### config.mk
export PLATFORM = sky130hd
export DESIGN_NAME = sramlike_bridge_ch_flat
export DESIGN_NICKNAME = d
export VERILOG_FILES = /design/src/rtl/sramlike_bridge_ch_if.sv /design/src/rtl/sramlike_bridge_ch.sv /design/src/flat_wrapper.sv
export SDC_FILE = /design/constraint.sdc
export NUM_CORES = 1
export LEC_CHECK = 0
export ABC_AREA = 1
export CORE_AREA = 2 2 79 138
export CTS_BUF_LIST = sky130_fd_sc_hd__clkbuf_4 sky130_fd_sc_hd__clkbuf_8
export DETAILED_ROUTE_END_ITERATION = 6
export DIE_AREA = 0 0 81 140
export GPL_TIMING_DRIVEN = 0
export PLACE_DENSITY = 0.88
export SYNTH_ARGS = -nofsm -noshare
export SYNTH_HDL_FRONTEND = slang
export SYNTH_SLANG_ARGS = --single-unit
### constraint.sdc
create_clock -name clk -period 2.7 [get_ports clk]
set_clock_uncertainty 0.1 [all_clocks]
set_input_delay 0.81 -clock clk [delete_from_list [all_inputs] [get_ports clk]]
set_output_delay 0.81 -clock clk [all_outputs]
set_load 0.05 [all_outputs]
### src/rtl/sramlike_bridge_ch_if.sv
// Signal bundle between a CPU sram-style port and the like-sram bus for one bridge channel.
// The slave modport is the bridge's view; the master modport is the CPU/bus environment's view.
interface sramlike_bridge_ch_if #(
    parameter int ADDR_W = 32
);
    logic              en;
    logic [3:0]        wen;
    logic [ADDR_W-1:0] addr;
    logic [31:0]       wdata;
    logic [31:0]       rdata;
    logic              cancel;
    logic              pipe_stall;
    logic              stall;
    logic              err;
    logic              bus_req;
    logic              bus_wr;
    logic [1:0]        bus_size;
    logic [ADDR_W-1:0] bus_addr;
    logic [31:0]       bus_wdata;
    logic [31:0]       bus_rdata;
    logic              bus_addr_ok;
    logic              bus_data_ok;

    modport slave (
        input  en, wen, addr, wdata, cancel, pipe_stall,
        input  bus_rdata, bus_addr_ok, bus_data_ok,
        output rdata, stall, err,
        output bus_req, bus_wr, bus_size, bus_addr, bus_wdata
    );

    modport master (
        output en, wen, addr, wdata, cancel, pipe_stall,
        output bus_rdata, bus_addr_ok, bus_data_ok,
        input  rdata, stall, err,
        input  bus_req, bus_wr, bus_size, bus_addr, bus_wdata
    );
endinterface

### src/rtl/sramlike_bridge_ch.sv
// Single-channel bridge: CPU sram-style access -> like-sram req/addr_ok/data_ok, with pipeline stall,
// read-data hold while the rest of the pipeline is frozen, and cancel of in-flight accesses.
//
// state | meaning
// IDLE  | no access in flight; accepts a new legal request
// REQ   | bus_req driven with latched address/data until addr_ok
// WAIT  | address accepted, waiting for data_ok
// HOLD  | access done but pipeline frozen elsewhere; rdata served from buffer
module sramlike_bridge_ch #(
    parameter int ADDR_W    = 32,
    parameter bit IS_INST   = 1'b0,
    parameter bit STRICT_BE = 1'b1
) (
    input  logic                 clk,
    input  logic                 resetn,
    sramlike_bridge_ch_if.slave  s
);
    typedef enum logic [1:0] {ST_IDLE, ST_REQ, ST_WAIT, ST_HOLD} state_t;

    state_t            r_state;
    state_t            w_next;
    logic              r_abort;
    logic [31:0]       r_buf;
    logic              r_wr;
    logic [1:0]        r_size;
    logic [1:0]        r_low;
    logic [ADDR_W-3:0] r_addr_hi;
    logic [31:0]       r_wdata;

    logic              w_legal;
    logic              w_wr;
    logic [1:0]        w_size;
    logic [1:0]        w_low;
    logic              w_accept;
    logic              w_done;
    logic              w_stall;
    logic              w_err;
    logic [31:0]       w_rdata;

    // Byte enables -> transfer size and low address bits; reads are always whole words.
    always_comb begin
        w_legal = 1'b1;
        w_wr    = 1'b0;
        w_size  = 2'd2;
        w_low   = 2'd0;
        if (!IS_INST) begin
            w_wr = |s.wen;
            case (s.wen)
                4'b0000: ;
                4'b0001: begin w_size = 2'd0; w_low = 2'd0; end
                4'b0010: begin w_size = 2'd0; w_low = 2'd1; end
                4'b0100: begin w_size = 2'd0; w_low = 2'd2; end
                4'b1000: begin w_size = 2'd0; w_low = 2'd3; end
                4'b0011: begin w_size = 2'd1; w_low = 2'd0; end
                4'b1100: begin w_size = 2'd1; w_low = 2'd2; end
                4'b1111: ;
                default: begin
                    if (STRICT_BE) begin
                        w_legal = 1'b0;
                    end else if (s.wen[0]) begin
                        w_low = 2'd0;
                    end else if (s.wen[1]) begin
                        w_low = 2'd1;
                    end else if (s.wen[2]) begin
                        w_low = 2'd2;
                    end else begin
                        w_low = 2'd3;
                    end
                end
            endcase
        end
    end

    always_ff @(posedge clk) begin
        if (!resetn) begin
            r_state   <= ST_IDLE;
            r_abort   <= 1'b0;
            r_buf     <= 32'd0;
            r_wr      <= 1'b0;
            r_size    <= 2'd0;
            r_low     <= 2'd0;
            r_addr_hi <= '0;
            r_wdata   <= 32'd0;
        end else begin
            r_state <= w_next;
            if (w_accept) begin
                r_wr      <= w_wr;
                r_size    <= w_size;
                r_low     <= w_low;
                r_addr_hi <= s.addr[ADDR_W-1:2];
                r_wdata   <= s.wdata;
            end
            if ((r_state == ST_REQ || r_state == ST_WAIT) && s.cancel) begin
                r_abort <= 1'b1;
            end
            if (r_state == ST_WAIT && s.bus_data_ok) begin
                r_buf   <= s.bus_rdata;
                r_abort <= 1'b0;
            end
        end
    end

    always_comb begin
        w_next   = r_state;
        w_accept = (r_state == ST_IDLE) && s.en && !s.cancel && w_legal;
        w_done   = ((r_state == ST_WAIT) && s.bus_data_ok && !r_abort) || (r_state == ST_HOLD);
        w_err    = resetn && (r_state == ST_IDLE) && s.en && !w_legal;
        // An illegal request is rejected by err, so it must not also freeze the pipeline.
        w_stall  = resetn && s.en && !s.cancel && !w_done &&
                   !((r_state == ST_IDLE) && !w_legal);
        w_rdata  = ((r_state == ST_WAIT) && s.bus_data_ok) ? s.bus_rdata : r_buf;
        case (r_state)
            ST_IDLE: if (w_accept) w_next = ST_REQ;
            ST_REQ:  if (s.bus_addr_ok) w_next = ST_WAIT;
            ST_WAIT: begin
                if (s.bus_data_ok) begin
                    w_next = (s.pipe_stall && !(r_abort || s.cancel)) ? ST_HOLD : ST_IDLE;
                end
            end
            ST_HOLD: if (!s.pipe_stall) w_next = ST_IDLE;
            default: w_next = ST_IDLE;
        endcase
    end

    assign s.stall     = w_stall;
    assign s.err       = w_err;
    assign s.rdata     = w_rdata;
    assign s.bus_req   = (r_state == ST_REQ);
    assign s.bus_wr    = r_wr;
    assign s.bus_size  = r_size;
    assign s.bus_addr  = {r_addr_hi, r_low};
    assign s.bus_wdata = r_wdata;
endmodule
### src/flat_wrapper.sv
// flat-port wrapper written by rule: the top's interface ports become plain ports
module sramlike_bridge_ch_flat 
#(
    parameter int ADDR_W    = 32,
    parameter bit IS_INST   = 1'b0,
    parameter bit STRICT_BE = 1'b1
)
  (clk, resetn, s_en, s_wen, s_addr, s_wdata, s_cancel, s_pipe_stall, s_bus_rdata, s_bus_addr_ok, s_bus_data_ok, s_rdata, s_stall, s_err, s_bus_req, s_bus_wr, s_bus_size, s_bus_addr, s_bus_wdata);
  sramlike_bridge_ch_if #(.ADDR_W(ADDR_W)) s_i ();
  input  logic clk;
  input  logic resetn;
  input wire logic [$bits(s_i.en)-1:0] s_en;
  input wire logic [$bits(s_i.wen)-1:0] s_wen;
  input wire logic [$bits(s_i.addr)-1:0] s_addr;
  input wire logic [$bits(s_i.wdata)-1:0] s_wdata;
  input wire logic [$bits(s_i.cancel)-1:0] s_cancel;
  input wire logic [$bits(s_i.pipe_stall)-1:0] s_pipe_stall;
  input wire logic [$bits(s_i.bus_rdata)-1:0] s_bus_rdata;
  input wire logic [$bits(s_i.bus_addr_ok)-1:0] s_bus_addr_ok;
  input wire logic [$bits(s_i.bus_data_ok)-1:0] s_bus_data_ok;
  output wire logic [$bits(s_i.rdata)-1:0] s_rdata;
  output wire logic [$bits(s_i.stall)-1:0] s_stall;
  output wire logic [$bits(s_i.err)-1:0] s_err;
  output wire logic [$bits(s_i.bus_req)-1:0] s_bus_req;
  output wire logic [$bits(s_i.bus_wr)-1:0] s_bus_wr;
  output wire logic [$bits(s_i.bus_size)-1:0] s_bus_size;
  output wire logic [$bits(s_i.bus_addr)-1:0] s_bus_addr;
  output wire logic [$bits(s_i.bus_wdata)-1:0] s_bus_wdata;
  assign s_i.en = s_en;
  assign s_i.wen = s_wen;
  assign s_i.addr = s_addr;
  assign s_i.wdata = s_wdata;
  assign s_i.cancel = s_cancel;
  assign s_i.pipe_stall = s_pipe_stall;
  assign s_i.bus_rdata = s_bus_rdata;
  assign s_i.bus_addr_ok = s_bus_addr_ok;
  assign s_i.bus_data_ok = s_bus_data_ok;
  assign s_rdata = s_i.rdata;
  assign s_stall = s_i.stall;
  assign s_err = s_i.err;
  assign s_bus_req = s_i.bus_req;
  assign s_bus_wr = s_i.bus_wr;
  assign s_bus_size = s_i.bus_size;
  assign s_bus_addr = s_i.bus_addr;
  assign s_bus_wdata = s_i.bus_wdata;
  sramlike_bridge_ch #(.ADDR_W(ADDR_W), .IS_INST(IS_INST), .STRICT_BE(STRICT_BE)) u_core (.clk(clk), .resetn(resetn), .s(s_i));
endmodule
# Yosys cells after proc, flatten, opt, wreduce, memory -nomap -nowiden
# Cells that the tools add are included.
[op_classes]
muxes = 10
bitwise_logic = 1
eq_ne = 14
reduce_logical = 33
[ops]
columns = ["operator", "count"]
rows = [
  ["$mux 32", 1],
  ["$logic_and 1x1->1", 15],
  ["$eq 4x4->1 const B", 3],
  ["$mux 2", 5],
  ["$eq 4x2->1 const B", 2],
  ["$pmux 2 s4", 1],
  ["$reduce_or 4->1", 2],
  ["$reduce_or 8->1", 1],
  ["$logic_not 1->1", 6],
  ["$ne 2x2->1 const B", 3],
  ["$pmux 2 s3", 1],
  ["$reduce_or 2->1", 3],
  ["$eq 2x2->1 const B", 2],
  ["$eq 4x1->1 const B", 1],
  ["$eq 4x3->1 const B", 1],
  ["$logic_not 4->1", 1],
  ["$pmux 2 s2", 1],
  ["$reduce_and 4->1", 1],
  ["$logic_or 1x1->1", 3],
  ["$eq 2x1->1 const B", 1],
  ["$logic_not 2->1", 1],
  ["$ne 2x1->1 const B", 1],
  ["$mux 1", 1],
  ["$not 1->1", 1],
]
[word_totals]
reg_bits = 102
wordCells = 66

# Longest topological paths before layout
[depth]
word_depth = 7
mapped_depth = 11

# Worst setup path after synthesis
# OpenSTA, ideal clock, no wires.
[synth_timing]
kind = "input port to output port"
startpoint = "input port resetn"
endpoint = "output port s_err"
arrival_ns = 2.549
path_slack_ns = -0.759
cell_stages = 3
t_required_ns = 1.790
path_cell_list = "inv_1 -> clkbuf_1 -> nor4_1"
[synth_via]
elab_chain_cells = 3
[synth_lines]
columns = ["element", "line_no", "source"]
rows = [
  ["start, declared", "flat_wrapper.sv:11", "input logic resetn;"],
  ["$logic_and 1x1->1 (3 in series)", "sramlike_bridge_ch.sv:107", "w_err = resetn && (r_state == ST_IDLE) && s.en && !w_legal;"],
  ["end, declared", "flat_wrapper.sv:23", "output wire logic [$bits(s_i.err)-1:0] s_err;"],
]
# No other way between the ends.

# Final worst setup path
[layout_timing]
startpoint = "input port s_bus_data_ok"
endpoint = "output port s_rdata[20]"
[layout_via]
elab_chain_cells = 2
[layout_lines]
columns = ["element", "line_no", "source"]
rows = [
  ["start, declared", "flat_wrapper.sv:20", "input wire logic [$bits(s_i.bus_data_ok)-1:0] s_bus_data_ok;"],
  ["$logic_and 1x1->1", "sramlike_bridge_ch.sv:111", "w_rdata = ((r_state == ST_WAIT) && s.bus_data_ok) ? s.bus_rdata : r_buf;"],
  ["$mux 32", "-", ""],
  ["end, declared", "flat_wrapper.sv:21", "output wire logic [$bits(s_i.rdata)-1:0] s_rdata;"],
]
# No other way between the ends.

==> impl_metrics.tcl <==
set metrics [dict create \
    ant_nets 0 \
    cp_data_arrival_time_ns 1.91 \
    grt.overflow.total 0 \
    dp_hpwl_mm 9.72 \
    max_stage_delay_ns 0.30 \
    nNetsFinal 876 \
    gp_congestion 0.780 \
    yosysTopAreaCellShare 0.497 \
    clock_latency_ns 0.35 \
    slowest_stage "or2_2" \
    start_util 0.403 \
    rsz0062_at_grt "true" \
    yosys-top-cells-area "dfxtp_1 (50%), nor2_1 (11%), o21ai_1 (7.2%)" \
    portBuffers 206 \
    cap_viol_max_count 0 \
    leakagePower_nw 3.09 \
    end_kind "output port" \
    grt_use_total 0.232 \
    layout_setup_ws_ns -0.121 \
    first_pass_iters 6 \
    placed_area_um2 6340 \
    syn_nets 627 \
    synth_cell_types 28 \
    violations "setup timing" \
    clock_path_buffers 2 \
    tritoncts "built" \
    die_y_um 140 \
    htree_levels 3 \
    finalCriticalPeriod_ns 2.82 \
    cts_root_buf "clkbuf_8" \
    ys_ff_latch 102 \
    status "complete, but fails checks" \
    powerDensity_nw_per_um2 699 \
    pin_count 209 \
    yosysWarnings 0 \
    cts_hold_buf 0 \
    finalHoldViolCount 0 \
    fin_total_pwr_mw 4.96 \
    drtIter0Drc 119 \
    vias 4406 \
    routed_wirelength_mm 14.5 \
    synth.top_cells.by_count "nor2_1 (124), dfxtp_1 (102), o21ai_1 (59)" \
    design.core.area_um2 10200 \
    p_int_mw 2.95 \
    crit_type "input pin to output port" \
    synthCells 515 \
    ys.flop_type "dfxtp_1" \
    yosysSeqAreaShare 0.497 \
    crit_required_ns 1.79 \
    p_seq_frac 0.356 \
    viasPerCell 4.93 \
    nFillCells 741 \
    max-vdd-ir-drop_mv 0.580 \
    drive_gt1_frac 0.313 \
    clkSinkCount 102 \
    fmax_mhz 355 \
    worst-path-buf-inv 5 \
    wl_per_cell_um 16.2 \
    path_cells "buf_4, nand2_8, inv_4, clkbuf_8, or2_2, o21ai_2, inv_1, buf_6" \
    antenna_found_initial 0 \
    syn-mean-instance-area_um2 7.97 \
    power.switching_mw 2.01 \
    crit_family "buffers and inverters" \
    p_comb_frac 0.472 \
    clk_pin_slew_ns 0.08 \
    grt_first_pass_wirelength_mm 20.5 \
    slew_headroom 0.635 \
    grt_pass1_vias 4500 \
    hp-class "register to register" \
    synth.most_common_cell "nor2_1" \
    switching_share 0.405 \
    rows 49 \
    synthArstFlopShare 0 \
    critPathMaxFanout 5 \
    yosys.area.top_type "dfxtp_1" \
    dieArea_um2 11300 \
    design_area_um2 7100 \
    clockPowerShare 0.172 \
    worst_pin_slew_ns 0.546 \
    area_growth_pct 72.9 \
    post-route-period-util 1.04 \
    start_kind "input pin" \
    die_x_um 81 \
    drc_errors 0 \
    slew_viol_final 0 \
    syn_area_um2 4110 \
    diodes 0 \
    cts_made_buffers 9 \
    synth-edff-count 0 \
    setup_viol 22 \
    grt_start_max_net_pins 16 \
]
-- sequential cells by signal, summed over array words and instances (netlist names) --
signal and flops:
u_core.s.bus_wr 1, u_core.s.bus_wdata 32, u_core.r_abort 1, u_core.r_addr_hi 30, u_core.r_state 2, u_core.s.bus_size 2
u_core.r_buf 32, u_core.r_low 2
-- stage by stage --
step / hold slack [ns] / utilization / TNS (ns) / instances / setup slack (ns)
after floorplan: 0.372 / - / 0 / 515 / 0.0277
after global placement: 0.357 / 0.623 / -39.32 / 848 / -1.23
after detailed placement: 0.359 / 0.623 / -40.37 / 848 / -1.26
after CTS: 0.370 / 0.683 / -1.34 / 883 / -0.124
after global routing: 0.382 / 0.698 / -2.10 / 894 / -0.162
final: 0.369 / 0.698 / -0.977 / 894 / -0.121
-- power groups by stage --
| stage | clock, mW | combinational (mW) | sequential [mW] |
|---|---|---|---|
| 3_3_place_gp | 0 | 1.95 | 1.78 |
| 5_1_grt | 0.930 | 2.46 | 1.78 |
| 3_5_place_dp | 0 | 2.00 | 1.79 |
| 2_1_floorplan | 0 | 0.950 | 2.14 |
| 4_1_cts | 0.867 | 2.21 | 1.76 |
| 6_report | 0.852 | 2.34 | 1.77 |
-- cell families after synthesis --
family | count (synthesis) | share of synthesized area
DFF | 102 | 0.497
adders and majority gates | 5 | 0.0152
buffers and inverters | 75 | 0.0932
and+or+nand+nor | 225 | 0.261
AOI/OAI and AO/OA | 108 | 0.133
-- layout make-up --
| cell class | count | area [um^2] | area share |
|---|---|---|---|
| well taps | 127 | 159 | 0.0224 |
| multi-input cells | 338 | 1960 | 0.276 |
| clock buffers | 11 | 139 | 0.0196 |
| flip-flops and latches | 102 | 2040 | 0.288 |
| inverters | 44 | 174 | 0.0245 |
| clock inverters | 3 | 23.8 | 0.00335 |
| plain buffers | 29 | 251 | 0.0354 |
| repair inverters | 1 | 7.51 | 0.00106 |
| repair buffers | 239 | 2340 | 0.330 |
-- worst min-delay path, stage by stage (launching register included) --
cell	delay [ns]
dfxtp_1	0.32
nand2_1	0.06
a21oi_1	0.05
-- per-layer routing --
metal	global-route usage	share of wire	up-vias
met1	0.203	0.32	2040
met5	0	0	-
met2	0.452	0.55	208
li1	-	-	2105
met3	0.0612	0.077	53
met4	0.127	0.047	0
-- repair_timing --
item / CTS / global route
cloned: 4 / 0
buffers inserted: 18 / 12
pin swaps: 6 / 6
setup endpoints to repair: 35 / 34
gates resized for setup: 329 / 37
-- cell usage in the layout (no fill, tap or decap), types with 3 or more instances in the layout --
master           instances
or2_2                   16
nand3_1                  3
inv_2                    9
buf_4                   34
clkdlybuf4s50_1        163
buf_8                    4
inv_1                   31
buf_12                   4
a21oi_1                  7
o21ai_2                 30
nor2_2                  41
o21ai_0                 37
clkbuf_4                 3
or2_4                   16
dfxtp_1                100
clkbuf_1                 9
buf_6                   33
clkbuf_2                 5
clkinvlp_4               4
buf_2                    6
nor2_1                 124
nand2_1                 14
o21ai_1                 30
clkbuf_8                14
-- worst paths after layout --
kind | slack (ns) | start | endpoint | cells after the start
min reg2reg | 0.37 | u_core.s.bus_size[0] | u_core.s.bus_size[0] | 2
max | -0.12 | s_bus_data_ok | s_rdata[20] | 8
min | 0.37 | u_core.s.bus_size[0] | u_core.s.bus_size[0] | 2
max reg2reg | 0.72 | u_core.r_state[0] | u_core.r_addr_hi[6] | 11
Power figures use the tool's default switching activity.
